## config.mk

```make
export PLATFORM = sky130hd
export DESIGN_NAME = pattern_serializer
export DESIGN_NICKNAME = d
export VERILOG_FILES = /design/src/rtl/pattern_serializer_pkg.sv /design/src/rtl/pattern_serializer_bit_tick_gen.sv /design/src/rtl/pattern_serializer.sv
export SDC_FILE = /design/constraint.sdc
export NUM_CORES = 1
export LEC_CHECK = 0
export ABC_CLOCK_PERIOD_IN_PS = 3800
export CORE_MARGIN = 1.5
export CORE_UTILIZATION = 57
export DETAILED_ROUTE_END_ITERATION = 8
export GPL_ROUTABILITY_DRIVEN = 0
export GPL_TIMING_DRIVEN = 0
export PLACE_DENSITY = 0.81
export SYNTH_ARGS = -nofsm -noshare
export SYNTH_HDL_FRONTEND = slang
export SYNTH_HIERARCHICAL = 1
export SYNTH_SLANG_ARGS = --single-unit
```

## constraint.sdc

```tcl
create_clock -name clk -period 3.8 [get_ports clk]
set_clock_uncertainty 0.2 [all_clocks]
set_input_delay 0.76 -clock clk [delete_from_list [all_inputs] [get_ports clk]]
set_output_delay 0.76 -clock clk [all_outputs]
set_load 0.03 [all_outputs]
```

## src/rtl/pattern_serializer_pkg.sv

```systemverilog
// Shared definitions for the pattern serializer: FSM state encoding and default widths.
package pattern_serializer_pkg;

  localparam int unsigned DefAddrW = 8;
  localparam int unsigned DefDataW = 8;
  localparam int unsigned DefDivW  = 16;

  typedef enum logic [1:0] {
    StIdle,
    StFetch,
    StLoad,
    StShift
  } ps_state_e;

endpackage

```

## src/rtl/pattern_serializer_bit_tick_gen.sv

```systemverilog
// Bit-period generator: down-counter reloaded with div, ticks once per div+1 enabled cycles.
module pattern_serializer_bit_tick_gen #(
  parameter int unsigned DivW = 16
) (
  input  logic            clk,
  input  logic            rst_n,
  input  logic            en_i,
  input  logic            load_i,
  input  logic [DivW-1:0] div_i,
  output logic            tick_o
);

  logic [DivW-1:0] cnt_q, cnt_d;

  assign tick_o = en_i && !load_i && (cnt_q == '0);

  always_comb begin
    cnt_d = cnt_q;
    if (load_i) begin
      cnt_d = div_i;
    end else if (en_i) begin
      cnt_d = (cnt_q == '0) ? div_i : cnt_q - 1'b1;
    end
  end

  always_ff @(posedge clk or negedge rst_n) begin
    if (!rst_n) begin
      cnt_q <= '0;
    end else begin
      cnt_q <= cnt_d;
    end
  end

endmodule

```

## src/rtl/pattern_serializer.sv

```systemverilog
// Streams a byte pattern from a registered-address RAM as a gap-free serial bit stream.
module pattern_serializer
  import pattern_serializer_pkg::*;
#(
  parameter int unsigned ADDR_W    = DefAddrW,
  parameter int unsigned DATA_W    = DefDataW,
  parameter int unsigned DIV_W     = DefDivW,
  parameter bit          MSB_FIRST = 1'b1
) (
  input  logic              clk,
  input  logic              rst_n,
  input  logic              start_i,
  input  logic              stop_i,
  input  logic              repeat_i,
  input  logic [ADDR_W-1:0] last_addr_i,
  input  logic [DIV_W-1:0]  div_i,
  output logic [ADDR_W-1:0] ram_addr_o,
  input  logic [DATA_W-1:0] ram_q_i,
  output logic              serial_o,
  output logic              busy_o,
  output logic              done_tick_o
);

  localparam int unsigned CntW = (DATA_W > 1) ? $clog2(DATA_W) : 1;
  localparam logic [CntW-1:0] LastBit = CntW'(DATA_W - 1);

  ps_state_e         state_q, state_d;
  logic              rpt_q, rpt_d;
  logic [ADDR_W-1:0] last_q, last_d;
  logic [DIV_W-1:0]  div_q, div_d;
  logic [ADDR_W-1:0] addr_q, addr_d;
  logic [ADDR_W-1:0] cur_q, cur_d;
  logic [DATA_W-1:0] sr_q, sr_d;
  logic [DATA_W-1:0] pf_q, pf_d;
  logic [1:0]        pend_q, pend_d;
  logic [CntW-1:0]   bit_q, bit_d;
  logic              done_q, done_d;
  logic              tick, tick_load;
  logic [DATA_W-1:0] sr_shift;

  function automatic logic [ADDR_W-1:0] next_addr(input logic [ADDR_W-1:0] a,
                                                  input logic [ADDR_W-1:0] last);
    return (a == last) ? '0 : a + 1'b1;
  endfunction

  // Shift register is cleared whenever idle, so the output bit reads 0 outside playback.
  assign sr_shift    = MSB_FIRST ? (sr_q << 1) : (sr_q >> 1);
  assign serial_o    = MSB_FIRST ? sr_q[DATA_W-1] : sr_q[0];
  assign ram_addr_o  = addr_q;
  assign busy_o      = (state_q != StIdle);
  assign done_tick_o = done_q;

  pattern_serializer_bit_tick_gen #(
    .DivW (DIV_W)
  ) u_bit_tick_gen (
    .clk    (clk),
    .rst_n  (rst_n),
    .en_i   (state_q == StShift),
    .load_i (tick_load),
    .div_i  (div_q),
    .tick_o (tick)
  );

  always_comb begin
    state_d   = state_q;
    rpt_d     = rpt_q;
    last_d    = last_q;
    div_d     = div_q;
    addr_d    = addr_q;
    cur_d     = cur_q;
    sr_d      = sr_q;
    bit_d     = bit_q;
    done_d    = 1'b0;
    tick_load = 1'b0;
    // RAM data for a newly presented address is valid two edges after the address changes.
    pend_d    = {pend_q[0], 1'b0};
    pf_d      = pend_q[1] ? ram_q_i : pf_q;

    unique case (state_q)
      StIdle: begin
        if (start_i && !stop_i) begin
          rpt_d   = repeat_i;
          last_d  = last_addr_i;
          div_d   = div_i;
          addr_d  = '0;
          state_d = StFetch;
        end
      end
      StFetch: begin
        addr_d  = next_addr(addr_q, last_q);
        pend_d  = 2'b01;
        state_d = StLoad;
      end
      StLoad: begin
        sr_d      = ram_q_i;
        cur_d     = '0;
        bit_d     = '0;
        tick_load = 1'b1;
        state_d   = StShift;
      end
      StShift: begin
        if (tick) begin
          if (bit_q == LastBit) begin
            if (cur_q == last_q && !rpt_q) begin
              state_d = StIdle;
              done_d  = 1'b1;
              sr_d    = '0;
              addr_d  = '0;
            end else begin
              sr_d   = pf_q;
              cur_d  = next_addr(cur_q, last_q);
              addr_d = next_addr(addr_q, last_q);
              pend_d = 2'b01;
              bit_d  = '0;
            end
          end else begin
            sr_d  = sr_shift;
            bit_d = bit_q + 1'b1;
          end
        end
      end
      default: state_d = StIdle;
    endcase

    if (stop_i && state_q != StIdle) begin
      state_d = StIdle;
      sr_d    = '0;
      addr_d  = '0;
      done_d  = 1'b0;
      pend_d  = '0;
    end
  end

  always_ff @(posedge clk or negedge rst_n) begin
    if (!rst_n) begin
      state_q <= StIdle;
      rpt_q   <= 1'b0;
      last_q  <= '0;
      div_q   <= '0;
      addr_q  <= '0;
      cur_q   <= '0;
      sr_q    <= '0;
      pf_q    <= '0;
      pend_q  <= '0;
      bit_q   <= '0;
      done_q  <= 1'b0;
    end else begin
      state_q <= state_d;
      rpt_q   <= rpt_d;
      last_q  <= last_d;
      div_q   <= div_d;
      addr_q  <= addr_d;
      cur_q   <= cur_d;
      sr_q    <= sr_d;
      pf_q    <= pf_d;
      pend_q  <= pend_d;
      bit_q   <= bit_d;
      done_q  <= done_d;
    end
  end

endmodule

```

* After elaboration in Yosys (flattened, before gate mapping) *
Index checks and enable logic that the tools add are counted.
W data, S select, Z words.

word-level totals
  logic and storage cells = 92
  output and inout bits = 11
  bits in latches = 0
  memory bits (writable) = 0
  bits in read-only memories = 0
  bits of input ports = 37
  bits in registers = 81
  memories kept = 0

operators by class
  shifts and indexed selects = 0
  magnitude comparators = 0
  bitwise logic cells = 0
  add/sub/neg operators = 4
  equality and inequality tests = 14
  multiply operators = 0
  muxes and demuxes = 41
  reductions and logical operators = 21
  divide/modulo/power cells = 0

operators with widths
  operator                 number
  $mux W8                  14
  $mux W16                 3
  $pmux W8 S2              2
  $pmux W8 S3              1
  $mux W2                  9
  $add A8 B1 Y8 const B    2
  $eq A8 B8 Y1             2
  $logic_not A16 Y1        1
  $sub A16 B1 Y16 const B  1
  $ne A3 B3 Y1 const B     5
  $reduce_and A4 Y1        3
  $mux W3                  3
  $pmux W2 S4              1
  $mux W1                  6
  $ne A2 B2 Y1 const B     3
  $pmux W3 S2              1
  $reduce_bool A2 Y1       3
  $logic_and A1 B1 Y1      5
  $eq A2 B2 Y1 const B     2
  $pmux W2 S2              1
  $reduce_and A2 Y1        2
  $reduce_bool A4 Y1       1
  $add A3 B1 Y3 const B    1
  $eq A3 B3 Y1 const B     1
  5 further kinds          7

* Logic depth before layout (Yosys ltp) *
Gate-level depths: netlist (run 1).

  depth after elaboration = 8
  mapped depth = 10
  depth with buffers taken out = 10

* Hierarchy *
The synthesis (run 1) kept the hierarchy.

by module, submodules not included
  module                           times used  seq. area each (um^2)  area an instance (um^2)  cells each
  pattern_serializer               1           1626.6                 3214.3                   288
  pattern_serializer_bit_tick_gen  1           400.4                  1114.8                   128

* Worst setup path before layout (run 1) *
OpenSTA, ideal clock, no wires.

  path type = flip-flop to flip-flop
  from = register u_bit_tick_gen.cnt_q[10]
  to = register addr_q[3], in the netlist ram_addr_o[3]
  required time = 3.518 ns
  stages on the path, launching flop included = 9
  buffers on the path = 0
  library setup time = 0.082 ns
  arrival time = 2.980 ns
  setup slack = 0.538 ns
  period minus slack after synthesis = 3.262 ns
  path through = dfrtp_1 > or4_4 > or4_4 > nor3b_1 > a21boi_0 > o21bai_1 > nand2_1 > or3_1 > o22ai_1

on the way
  word-level cells in the longest chain between the ends = 4

RTL lines
  item                                RTL line                               text
  from (decl)                         pattern_serializer_bit_tick_gen.sv:13  logic [DivW-1:0] cnt_q, cnt_d;
  from (signal assigned)              pattern_serializer_bit_tick_gen.sv:30  cnt_q <= cnt_d;
  $logic_not A16 Y1                   pattern_serializer_bit_tick_gen.sv:15  assign tick_o = en_i && !load_i && (cnt_q == '0);
  $logic_and A1 B1 Y1                 pattern_serializer_bit_tick_gen.sv:15
  named net tick                      pattern_serializer.sv:38               logic tick, tick_load;
  $ne A3 B3 Y1 (no source line)       --
  $reduce_and A4 Y1 (no source line)  --
  to (signal assigned)                pattern_serializer.sv:152              addr_q <= addr_d;
  to (decl)                           pattern_serializer.sv:31               logic [ADDR_W-1:0] addr_q, addr_d;

The timed path passes the listed nets, and every way through them passes these cells.
A chain may end at the register's enable or synchronous reset.

* Worst setup path in the final report (run 1) *
  from = register u_bit_tick_gen.cnt_q[0]
  to = register addr_q[3], in the netlist ram_addr_o[3]

Same word-level chain as after synthesis.

==> impl_results.md, run 1 <==
- Status: complete, no violations
- Total CTS buffers: 9
- GRT Total Usage: around a quarter
- CP endpoint kind: flop
- Vias in the first global route: 3467
- Core footprint: 7290 um2
- Final Routed Wirelength: approximately 9.8 mm
- Worst rel slew slack: 45.3%
- Commonest non-fill, non-tap cell in the layout: dfrtp_1
- Number of remaining DRC errors: 0
- Port Buf Inserts: 47
- Final antenna diode count: 0
- Area growth, synth to finish: 20.0%
- Final worst path period need: between 3000 and 4000 ps
- Yosys reg bits: 81
- Die Y: 90.2 um
- Final cell count without fillers: 579
- DPL Wire Length: 6.95 mm
- Most frequent cells in the layout: dfrtp_1, clkdlybuf4s50_1, mux2_2
- CTS tree: built
- Yosys cell types: 63
- Design Power: roughly 3.5 mW
- Die ar.: 8130 um2
- Power per cell area: 666 nW/um2
- Max-Cap Viols: 0
- Vias: 3581
- Clock slew at reported path FFs: roughly 80 ps
- Post-synthesis cell count: approximately 420
- Slew Limit Fails: 0
- Length of the first detailed-routing pass in iterations: 5
- Sequential-to-total area share from yosys stat: 46.8%
- Maximum VDD drop: roughly 0.34 mV
- Unrepaired setup endpoints after global routing: false
- Arrival @ worst endpoint: 3580 ps
- Worst-path maximum fanout: 9
- Setup WS pre-CTS: roughly 68 ps
- Largest net degree at the start of global routing: 60
- Least-Margin Pin Slew: 814 ps
- H-Tree Depth: 3
- Post-synth EDFFs: 0
- Ys flop type: dfrtp_1
- HP Class: input pin to asynchronous set/reset pin
- Nets@finish: about 520
- Fmax: 0.286 GHz
- Total of warnings raised by yosys: 6
- Clock Latency Late Sink: 360 ps
- FF-to-FF path depth: 10
- Longest Clk Path Bufs: 2
- TNS Setup: 0 ps
- Layout cells sized above 1: 15.2%
- Leak: 2.16 nW
- Hold Fails Final Rpt: 0
- Postcts setup bufs: 0
- Die width: 90.2 um
- Startpoint types: flop
- Global route total overflow: 0
- Critical Path RT: 3880 ps
- Period utilisation layout: between 90 and 100%
- Final setup margin: around 300 ps
- Setup-violating endpoint count in the final report: 0
- I/O pin total: 48
- Via density: 6.18
- Cell area after synthesis: 4330 um2
- Clk root buf: clkbuf_8
- Post-synthesis average cell area: 10.4 um2
- Routed Antenna Nets: 0
- Syn Nets: 463
- DP Cell Count: 563
- First-pass GRT wire length: 16.7 mm
- DR WL/cell: 16.9 um
- Drt initial violations: about 240
- Asr flop ratio synth: 100%
- Final Util: between 70% and 80%
- CTS Sinks: 81
- Initial antenna violation count: 0
- WS Path Type: flop to flop
- Initial core utilization: roughly three fifths
- FP Rows: 31
sequential cells by signal (all words and copies together) (netlist names), 3 cells and up:
name and cells:
bit_q 3, cur_q 8, div_q 16, last_q 8, pf_q 8, ram_addr_o 8
sr_q 8, u_bit_tick_gen/cnt_q 16
layer usage:
layer	global-route usage, %	wire [um]	vias to the layer above
met5	0	0	-
met4	10.1	175	0
met3	4.74	471	15
met2	39.5	4690	119
met1	35.6	4430	1770
li1	-	-	1677
through the flow:
| stage | instance area, um2 | hold slack (ps) |
|---|---|---|
| 2_1_floorplan | 4330 | 257 |
| 3_3_place_gp | 4920 | 267 |
| 3_5_place_dp | 4950 | 280 |
| 4_1_cts | 5190 | 93.9 |
| 5_1_grt | 5200 | 113 |
| 6_report | 5200 | 94.1 |
cell usage after synthesis (all sizes together) (2+ instances only):
cell	n	area (um2)
o21ai	28	144
and3	4	25.0
o22a	2	17.5
mux2	34	383
inv	16	60.1
o2bb2ai	3	26.3
clkbuf	8	30.0
o21a	3	22.5
nand2	19	78.8
a32oi	2	17.5
a21o	2	15.0
or3	5	31.3
nor3b	6	60.1
a31oi	21	138
buf	6	56.3
xor2	16	140
nand2b	8	50.1
or4	5	45.0
ha	10	125
dfrtp	81	2030
nand3	29	150
nor2b	3	18.8
o221ai	2	17.5
nand4	9	56.3
and2	3	18.8
o22ai	2	12.5
a22oi	9	72.6
nor4	8	62.6
o32ai	3	26.3
a21boi	2	15.0
or2	2	12.5
a41oi	2	17.5
nor2	20	75.1
mux2i	2	20.0
nor3	8	45.0
a21oi	21	109
cells by family (layout without fill, tap and decap cells):
logic type / count (synthesis) / in the layout / share of synthesized area, %
xor gates and xnor gates: 17 / 17 / 3.44
muxes: 36 / 36 / 9.31
DFF: 81 / 81 / 46.8
adders and majority gates: 10 / 10 / 2.89
buffers and inverters: 30 / 94 / 3.38
and+or+nand+nor: 132 / 132 / 17.5
AOI/OAI and AO/OA: 110 / 110 / 16.7
critical path, cell delays in order, from the launching register on:
cell	delay (ps)
dfrtp_1	430
inv_1	100
ha_1	130
or4b_1	480
or4_4	490
nor3b_2	410
a21boi_0	170
o21bai_1	200
nand2_1	220
or3_1	410
o22ai_1	150
repair_timing:
item / 4_1_cts / 5_1_grt
endpoints found under the setup margin: 0 / 12
hold buffers: 0 / 0
resized for setup: 0 / 2
path summary, 6_finish.rpt:
check,start,endpoint,slack [ps]
max,u_bit_tick_gen/cnt_q[0],ram_addr_o[3],300
min,rst_n,div_q[5],90
max reg2reg,u_bit_tick_gen/cnt_q[0],ram_addr_o[3],300
min reg2reg,pend_q[0],pend_q[1],300
max in group asynchronous,rst_n,last_q[2],2730
min in group clk,pend_q[0],pend_q[1],300
report_power, final:
part	internal [mW]	total [mW]	leakage (nW)	switching, mW
registers	1.18	1.45	1.02	0.278
logic	0.574	1.28	1.01	0.702
clock network	0.424	0.732	0.123	0.308
total	2.17	3.46	2.16	1.29
final cells by class:
cell class                 instances  area (um2)
timing repair buffer              48         495
clock buffer                      12         165
tap                               99         124
buffer                            14        86.3
inverter                          16        60.1
fill                             553        2100
multi-input combinational        305        2160
clock inverter                     4        73.8
sequential                        81        2030
No activity file was read; power rests on OpenSTA's default activity.
==> inputs of run 2 (changes only) <==
--- a/config.mk
+++ b/config.mk
@@ -5,7 +5,7 @@
 export SDC_FILE = /design/constraint.sdc
 export NUM_CORES = 1
 export LEC_CHECK = 0
-export ABC_CLOCK_PERIOD_IN_PS = 3800
+export ABC_CLOCK_PERIOD_IN_PS = 3500
 export CORE_MARGIN = 1.5
 export CORE_UTILIZATION = 57
 export DETAILED_ROUTE_END_ITERATION = 8
==> constraint.sdc (replaced) <==
create_clock -name clk -period 3.5 [get_ports clk]
set_clock_uncertainty 0.2 [all_clocks]
set_input_delay 0.7 -clock clk [delete_from_list [all_inputs] [get_ports clk]]
set_output_delay 0.7 -clock clk [all_outputs]
set_load 0.03 [all_outputs]
==> impl_results.md, run 2 (synthesis results as in run 1) <==
- Most frequent cells in the layout: dfrtp_1, clkdlybuf4s50_1, mux2_2 (unchanged)
- Global route total overflow: 0 (unchanged)
- First-pass GRT wire length: 16.7 mm (about the same)
- Worst rel slew slack: 41.5% (was 45.3%)
- Maximum VDD drop: 0.370 mV (was 0.341 mV)
- Slowest-stage cell, CP: or4_4 (unchanged)
- Initial core utilization: 59.4% (unchanged)
- GRT Total Usage: 25.6% (was 25.5%)
- Final setup margin: 149 ps (was 302 ps)
- Post-DP Area: 4950 um2 (unchanged)
- Worst-path maximum fanout: 6 (was 9)
- Initial antenna violation count: 0 (unchanged)
- Final antenna diode count: 0 (unchanged)
- Arrival @ worst endpoint: 3400 ps (was 3580 ps)
- H-Tree Depth: 3 (unchanged)
- Commonest non-fill, non-tap cell in the layout: dfrtp_1 (unchanged)
- CTS Sinks: 81 (unchanged)
- Least-Margin Pin Slew: 869 ps (was 814 ps)
- HP Class: input pin to asynchronous set/reset pin (unchanged)
- Period utilisation layout: 95.7% (was 92.0%)
- Power per cell area: 721 nW/um2 (was 666 nW/um2)
- Drt initial violations: 282 (was 241)
- Final Util: 71.6% (was 71.3%)
- Setup-violating endpoint count in the final report: 0 (unchanged)
- Die Y: 90.2 um (unchanged)
- WS Path Type: flop to flop (unchanged)
- Max-Cap Viols: 0 (unchanged)
- Cell area after layout: 5220 um2 (was 5200 um2)
- Filler cells: 550 (was 553)
- Die ar.: 8130 um2 (unchanged)
- Hold Fails Final Rpt: 0 (unchanged)
- Slew Limit Fails: 0 (unchanged)
- Startpoint types: flop (unchanged)
- Max incr delay on CP: 490 ps (about the same)
- Area growth, synth to finish: 20.6% (was 20.0%)
- Core footprint: 7290 um2 (unchanged)
- Via density: 6.14 (was 6.18)
- CP endpoint kind: flop (unchanged)
- Vias: 3568 (was 3581)
- Design Power: 3.76 mW (was 3.46 mW)
- Largest net degree at the start of global routing: 60 (unchanged)
- Final Routed Wirelength: 9.81 mm (was 9.77 mm)
- Setup WS pre-CTS: -232 ps (was 67.5 ps)
- Final worst path period need: 3350 ps (was 3500 ps)
- TNS Setup: 0 ps (unchanged)
- Vias in the first global route: 3472 (was 3467)
- DR WL/cell: 16.9 um (about the same)
- Fmax: 0.298 GHz (was 0.286 GHz)
- Leak: 2.17 nW (was 2.16 nW)
- Length of the first detailed-routing pass in iterations: 5 (unchanged)
- Total CTS buffers: 9 (unchanged)
- Reg-to-reg slack, setup: 150 ps (was 300 ps)
- Buf/Inv on CP: 1 (unchanged)
- Critical Path RT: 3550 ps (was 3880 ps)
- Nets@finish: 524 (was 522)
- Top delay family on crit path: simple AND/OR/NAND/NOR gates (unchanged)
- DPL Wire Length: 6.95 mm (unchanged)
- FP Rows: 31 (unchanged)
- Clk root buf: clkbuf_8 (unchanged)
- Clock slew at reported path FFs: 80 ps (about the same)
- Final cell count without fillers: 581 (was 579)
- Clock Latency Late Sink: 350 ps (was 360 ps)
- I/O pin total: 48 (unchanged)
- Critical path cell sequence: inv_1, ha_1, or4b_1, or4_4, nor3b_4, a21boi_0, o21bai_1, and2_1, nand4_1, o31ai_1 (was inv_1, ha_1, or4b_1, or4_4, nor3b_2, a21boi_0, o21bai_1, nand2_1, or3_1, o22ai_1)
- DP Cell Count: 563 (unchanged)
- Routed Antenna Nets: 0 (unchanged)
- Biggest regs: div_q (16), u_bit_tick_gen/cnt_q (16) (unchanged)
- Number of remaining DRC errors: 0 (unchanged)
- CTS tree: built (unchanged)
- Longest Clk Path Bufs: 2 (unchanged)
- Port Buf Inserts: 47 (unchanged)
- Die width: 90.2 um (unchanged)
- Final hold slack: 37.0 ps (was 94.1 ps)
- Status: complete, no violations (unchanged)
- Layout cells sized above 1: 15.8% (was 15.2%)
## run 2: cell types whose count changed in the layout (fill, tap and decap cells not counted), sizes merged
| cell | before | now |
|---|---|---|
| buf | 8 | 10 |
## run 2: where the power goes
part	switching (mW)	internal (mW)
Sequential	0.303	1.28
Clock	0.331	0.460
Combinational	0.766	0.625
## run 2: routing by layer
| layer | vias up | global-route usage (%) | routed length [um] |
|---|---|---|---|
| met5 | - | 0 | 0 |
| met1 | 1760 | 35.6 | 4510 |
| met3 | 14 | 4.74 | 439 |
| met2 | 107 | 39.6 | 4700 |
| met4 | 0 | 10.1 | 167 |
| li1 | 1687 | - | - |
## run 2: final cells by class
cell class / instances / area, um2 / share of cell area (%)
multi-input combinational: 305 / 2170 / 41.6
sequential: 81 / 2030 / 38.8
timing repair buffer: 50 / 510 / 9.78
clock buffer: 12 / 165 / 3.16
tap: 99 / 124 / 2.37
buffer: 14 / 86.3 / 1.65
clock inverter: 4 / 73.8 / 1.41
inverter: 16 / 60.1 / 1.15
## run 2: what timing repair did
item,4_1_cts,5_1_grt
hold buffers,0,0
resized for setup,1,3
pin swaps,0,1
endpoints found under the setup margin,16,11
buffers inserted,0,2
## run 2: path summary, 6_finish.rpt
kind / endpoint / start / cells after the start
min in group clk: pend_q[1] / pend_q[0] / 2
worst max-delay path: ram_addr_o[4] / u_bit_tick_gen/cnt_q[0] / 10
worst max register to register: ram_addr_o[4] / u_bit_tick_gen/cnt_q[0] / 10
max in group asynchronous: last_q[2] / rst_n / 2
worst min-delay path: div_q[5] / rst_n / 1
worst min register to register: pend_q[1] / pend_q[0] / 2
==> inputs of run 3 (changes only) <==
--- a/config.mk
+++ b/config.mk
@@ -7,11 +7,12 @@
 export LEC_CHECK = 0
 export ABC_CLOCK_PERIOD_IN_PS = 3500
 export CORE_MARGIN = 1.5
-export CORE_UTILIZATION = 57
+export CORE_UTILIZATION = 47
 export DETAILED_ROUTE_END_ITERATION = 8
 export GPL_ROUTABILITY_DRIVEN = 0
 export GPL_TIMING_DRIVEN = 0
-export PLACE_DENSITY = 0.81
+export MAX_ROUTING_LAYER = met4
+export PLACE_DENSITY = 0.68
 export SYNTH_ARGS = -nofsm -noshare
 export SYNTH_HDL_FRONTEND = slang
 export SYNTH_HIERARCHICAL = 1
==> impl_results.md, run 3 (synthesis results as in run 1) <==
- Via density: 6.04 (was 6.14)
- Global route total overflow: 0 (unchanged)
- Initial antenna violation count: 0 (unchanged)
- Grt met2 use: 34.9% (was 39.6%)
- Leak: 2.15 nW (was 2.17 nW)
- CTS tree: built (unchanged)
- Busiest layer in global routing: met2 (unchanged)
- Cts hold-fix bufs: 0 (unchanged)
- Startpoint types: flop (unchanged)
- Nets@finish: 524 (unchanged)
- GRT Total Usage: 22.4% (was 25.6%)
- Top delay family on crit path: simple AND/OR/NAND/NOR gates (unchanged)
- Die ar.: 9800 um2 (was 8130 um2)
- Final antenna diode count: 0 (unchanged)
- Max-Cap Viols: 0 (unchanged)
- Period utilisation layout: 92.9% (was 95.7%)
- DR WL/cell: 16.9 um (about the same)
- Arrival @ worst endpoint: 3310 ps (was 3400 ps)
- Slew Limit Fails: 0 (unchanged)
- Failing checks: design-rule violations
- Fmax: 0.308 GHz (was 0.298 GHz)
- R2R Path Start: u_bit_tick_gen/cnt_q[0] (unchanged)
- First-pass GRT wire length: 17.1 mm (was 16.7 mm)
- Initial core utilization: 49.2% (was 59.4%)
- Final cell count without fillers: 589 (was 581)
- Vias in the first global route: 3580 (was 3472)
- Met1 Use GR: 30.4% (was 35.6%)
- Critical path cell sequence: inv_1, ha_1, or4b_1, or4_4, nor3b_4, a21boi_0, o21bai_1, and2_1, nand4_1, o31ai_1 (unchanged)
- Routed Antenna Nets: 0 (unchanged)
- CTS Sinks: 81 (unchanged)
- Layout cells sized above 1: 15.4% (was 15.8%)
- Hold Fails Final Rpt: 0 (unchanged)
- Vias: 3556 (was 3568)
- Critical Path RT: 3560 ps (was 3550 ps)
- Biggest regs: div_q (16), u_bit_tick_gen/cnt_q (16) (unchanged)
- Die Y: 99.0 um (was 90.2 um)
- Worst-path maximum fanout: 5 (was 6)
- Clock slew at reported path FFs: 80 ps (about the same)
- Met3 Use GR: 3.26% (was 4.74%)
- WS Path Type: flop to flop (unchanged)
- H-Tree Depth: 3 (unchanged)
- Buf/Inv on CP: 1 (unchanged)
- Clock Latency Late Sink: 350 ps (about the same)
- Largest net degree at the start of global routing: 54 (was 60)
- Number of remaining DRC errors: 1 (was 0)
- Maximum VDD drop: 0.320 mV (was 0.370 mV)
- Final Routed Wirelength: 9.93 mm (was 9.81 mm)
- Power per cell area: 704 nW/um2 (was 721 nW/um2)
- Core footprint: 8810 um2 (was 7290 um2)
- Area growth, synth to finish: 19.8% (was 20.6%)
- Clk root buf: clkbuf_8 (unchanged)
- Setup-violating endpoint count in the final report: 0 (unchanged)
- Unrepaired setup endpoints after global routing: false
- HP Class: input pin to asynchronous set/reset pin (unchanged)
- Worst rel slew slack: 44.1% (was 41.5%)
- Reg-to-reg slack, setup: 250 ps (was 150 ps)
- Commonest non-fill, non-tap cell in the layout: dfrtp_1 (unchanged)
- Longest Clk Path Bufs: 2 (unchanged)
- Slowest-stage cell, CP: or4_4 (unchanged)
- FP Rows: 34 (was 31)
- Port Buf Inserts: 47 (unchanged)
- Design Power: 3.65 mW (was 3.76 mW)
- FF-to-FF path depth: 10 (unchanged)
- TNS Setup: 0 ps (unchanged)
- Max incr delay on CP: 490 ps (about the same)
- Most frequent cells in the layout: dfrtp_1, clkdlybuf4s50_1, mux2_2 (unchanged)
- Status: finished with violations (was complete, no violations)
- Drt initial violations: 171 (was 282)
- DPL Wire Length: 7.02 mm (was 6.95 mm)
- DP Cell Count: 572 (was 563)
- Least-Margin Pin Slew: 831 ps (was 869 ps)
- Die width: 99.0 um (was 90.2 um)
- Reg2reg end: ram_addr_o[4] (unchanged)
- CP endpoint kind: flop (unchanged)
- Length of the first detailed-routing pass in iterations: 6 (was 5)
- I/O pin total: 48 (unchanged)
- Final worst path period need: 3250 ps (was 3350 ps)
- Total CTS buffers: 9 (unchanged)
-- run 3: changes by cell type in the layout (fill, tap and decap cells not counted) --
cell / delta
bufinv_16: -1
clkbuf_1: +1
clkbuf_8: -1
clkinv_2: +1
clkinv_4: -1
-- run 3: how the worst max path moves through the flow --
| stage | cells past startpoint | to | slack (ps) | startpoint |
|---|---|---|---|---|
| 3_5_place_dp | 8 | ram_addr_o[3] | -190 | u_bit_tick_gen/cnt_q[8] |
| 2_1_floorplan | 8 | ram_addr_o[3] | 240 | u_bit_tick_gen/cnt_q[10] |
| 3_3_place_gp | 1 | ram_addr_o[3] | -1410 | rst_n |
| 4_1_cts | 8 | cur_q[6] | 50 | u_bit_tick_gen/cnt_q[8] |
| 5_1_grt | 8 | ram_addr_o[4] | 60 | u_bit_tick_gen/cnt_q[8] |
| 6_report | 10 | ram_addr_o[4] | 250 | u_bit_tick_gen/cnt_q[0] |
-- run 3: power breakdown --
| group | internal, mW | switching, mW |
|---|---|---|
| Combinational | 0.624 | 0.752 |
| Clock | 0.363 | 0.333 |
| Sequential | 1.28 | 0.301 |
-- run 3: final cells by class --
class / count / area, um2
fillers: 784 / 3620
multi-input cells: 305 / 2170
flip-flops and latches: 81 / 2030
repair buffers: 50 / 510
clock buffers: 12 / 155
well taps: 108 / 135
plain buffers: 14 / 86.3
inverters: 16 / 60.1
clock inverters: 3 / 40.0
-- run 3: repair_timing --
| item | 4_1_cts | 5_1_grt |
|---|---|---|
| hold endpoints to repair | 0 | 0 |
| gates resized for setup | 1 | 3 |
| buffers inserted | 0 | 2 |
| pin swaps | 0 | 1 |
| endpoints found under the setup margin | 16 | 12 |
-- run 3: stage by stage --
| stage | cell area (um2) | setup slack (ps) | utilization, % | hold slack (ps) |
|---|---|---|---|---|
| 5_1_grt | 5190 | 58.4 | 58.9 | 86.0 |
| 3_3_place_gp | 4930 | -1410 | 56.0 | 264 |
| 2_1_floorplan | 4330 | 238 | - | 204 |
| 6_report | 5190 | 248 | 58.9 | 61.0 |
| 4_1_cts | 5160 | 45.5 | 58.6 | 73.6 |
| 3_5_place_dp | 4960 | -190 | 56.3 | 283 |
-- run 3: layer usage --
| layer | part of all wire, % | vias up |
|---|---|---|
| met3 | 3.2 | 13 |
| met1 | 49 | 1791 |
| met4 | 0.94 | 0 |
| li1 | - | 1685 |
| met2 | 47 | 67 |
| met5 | 0 | - |
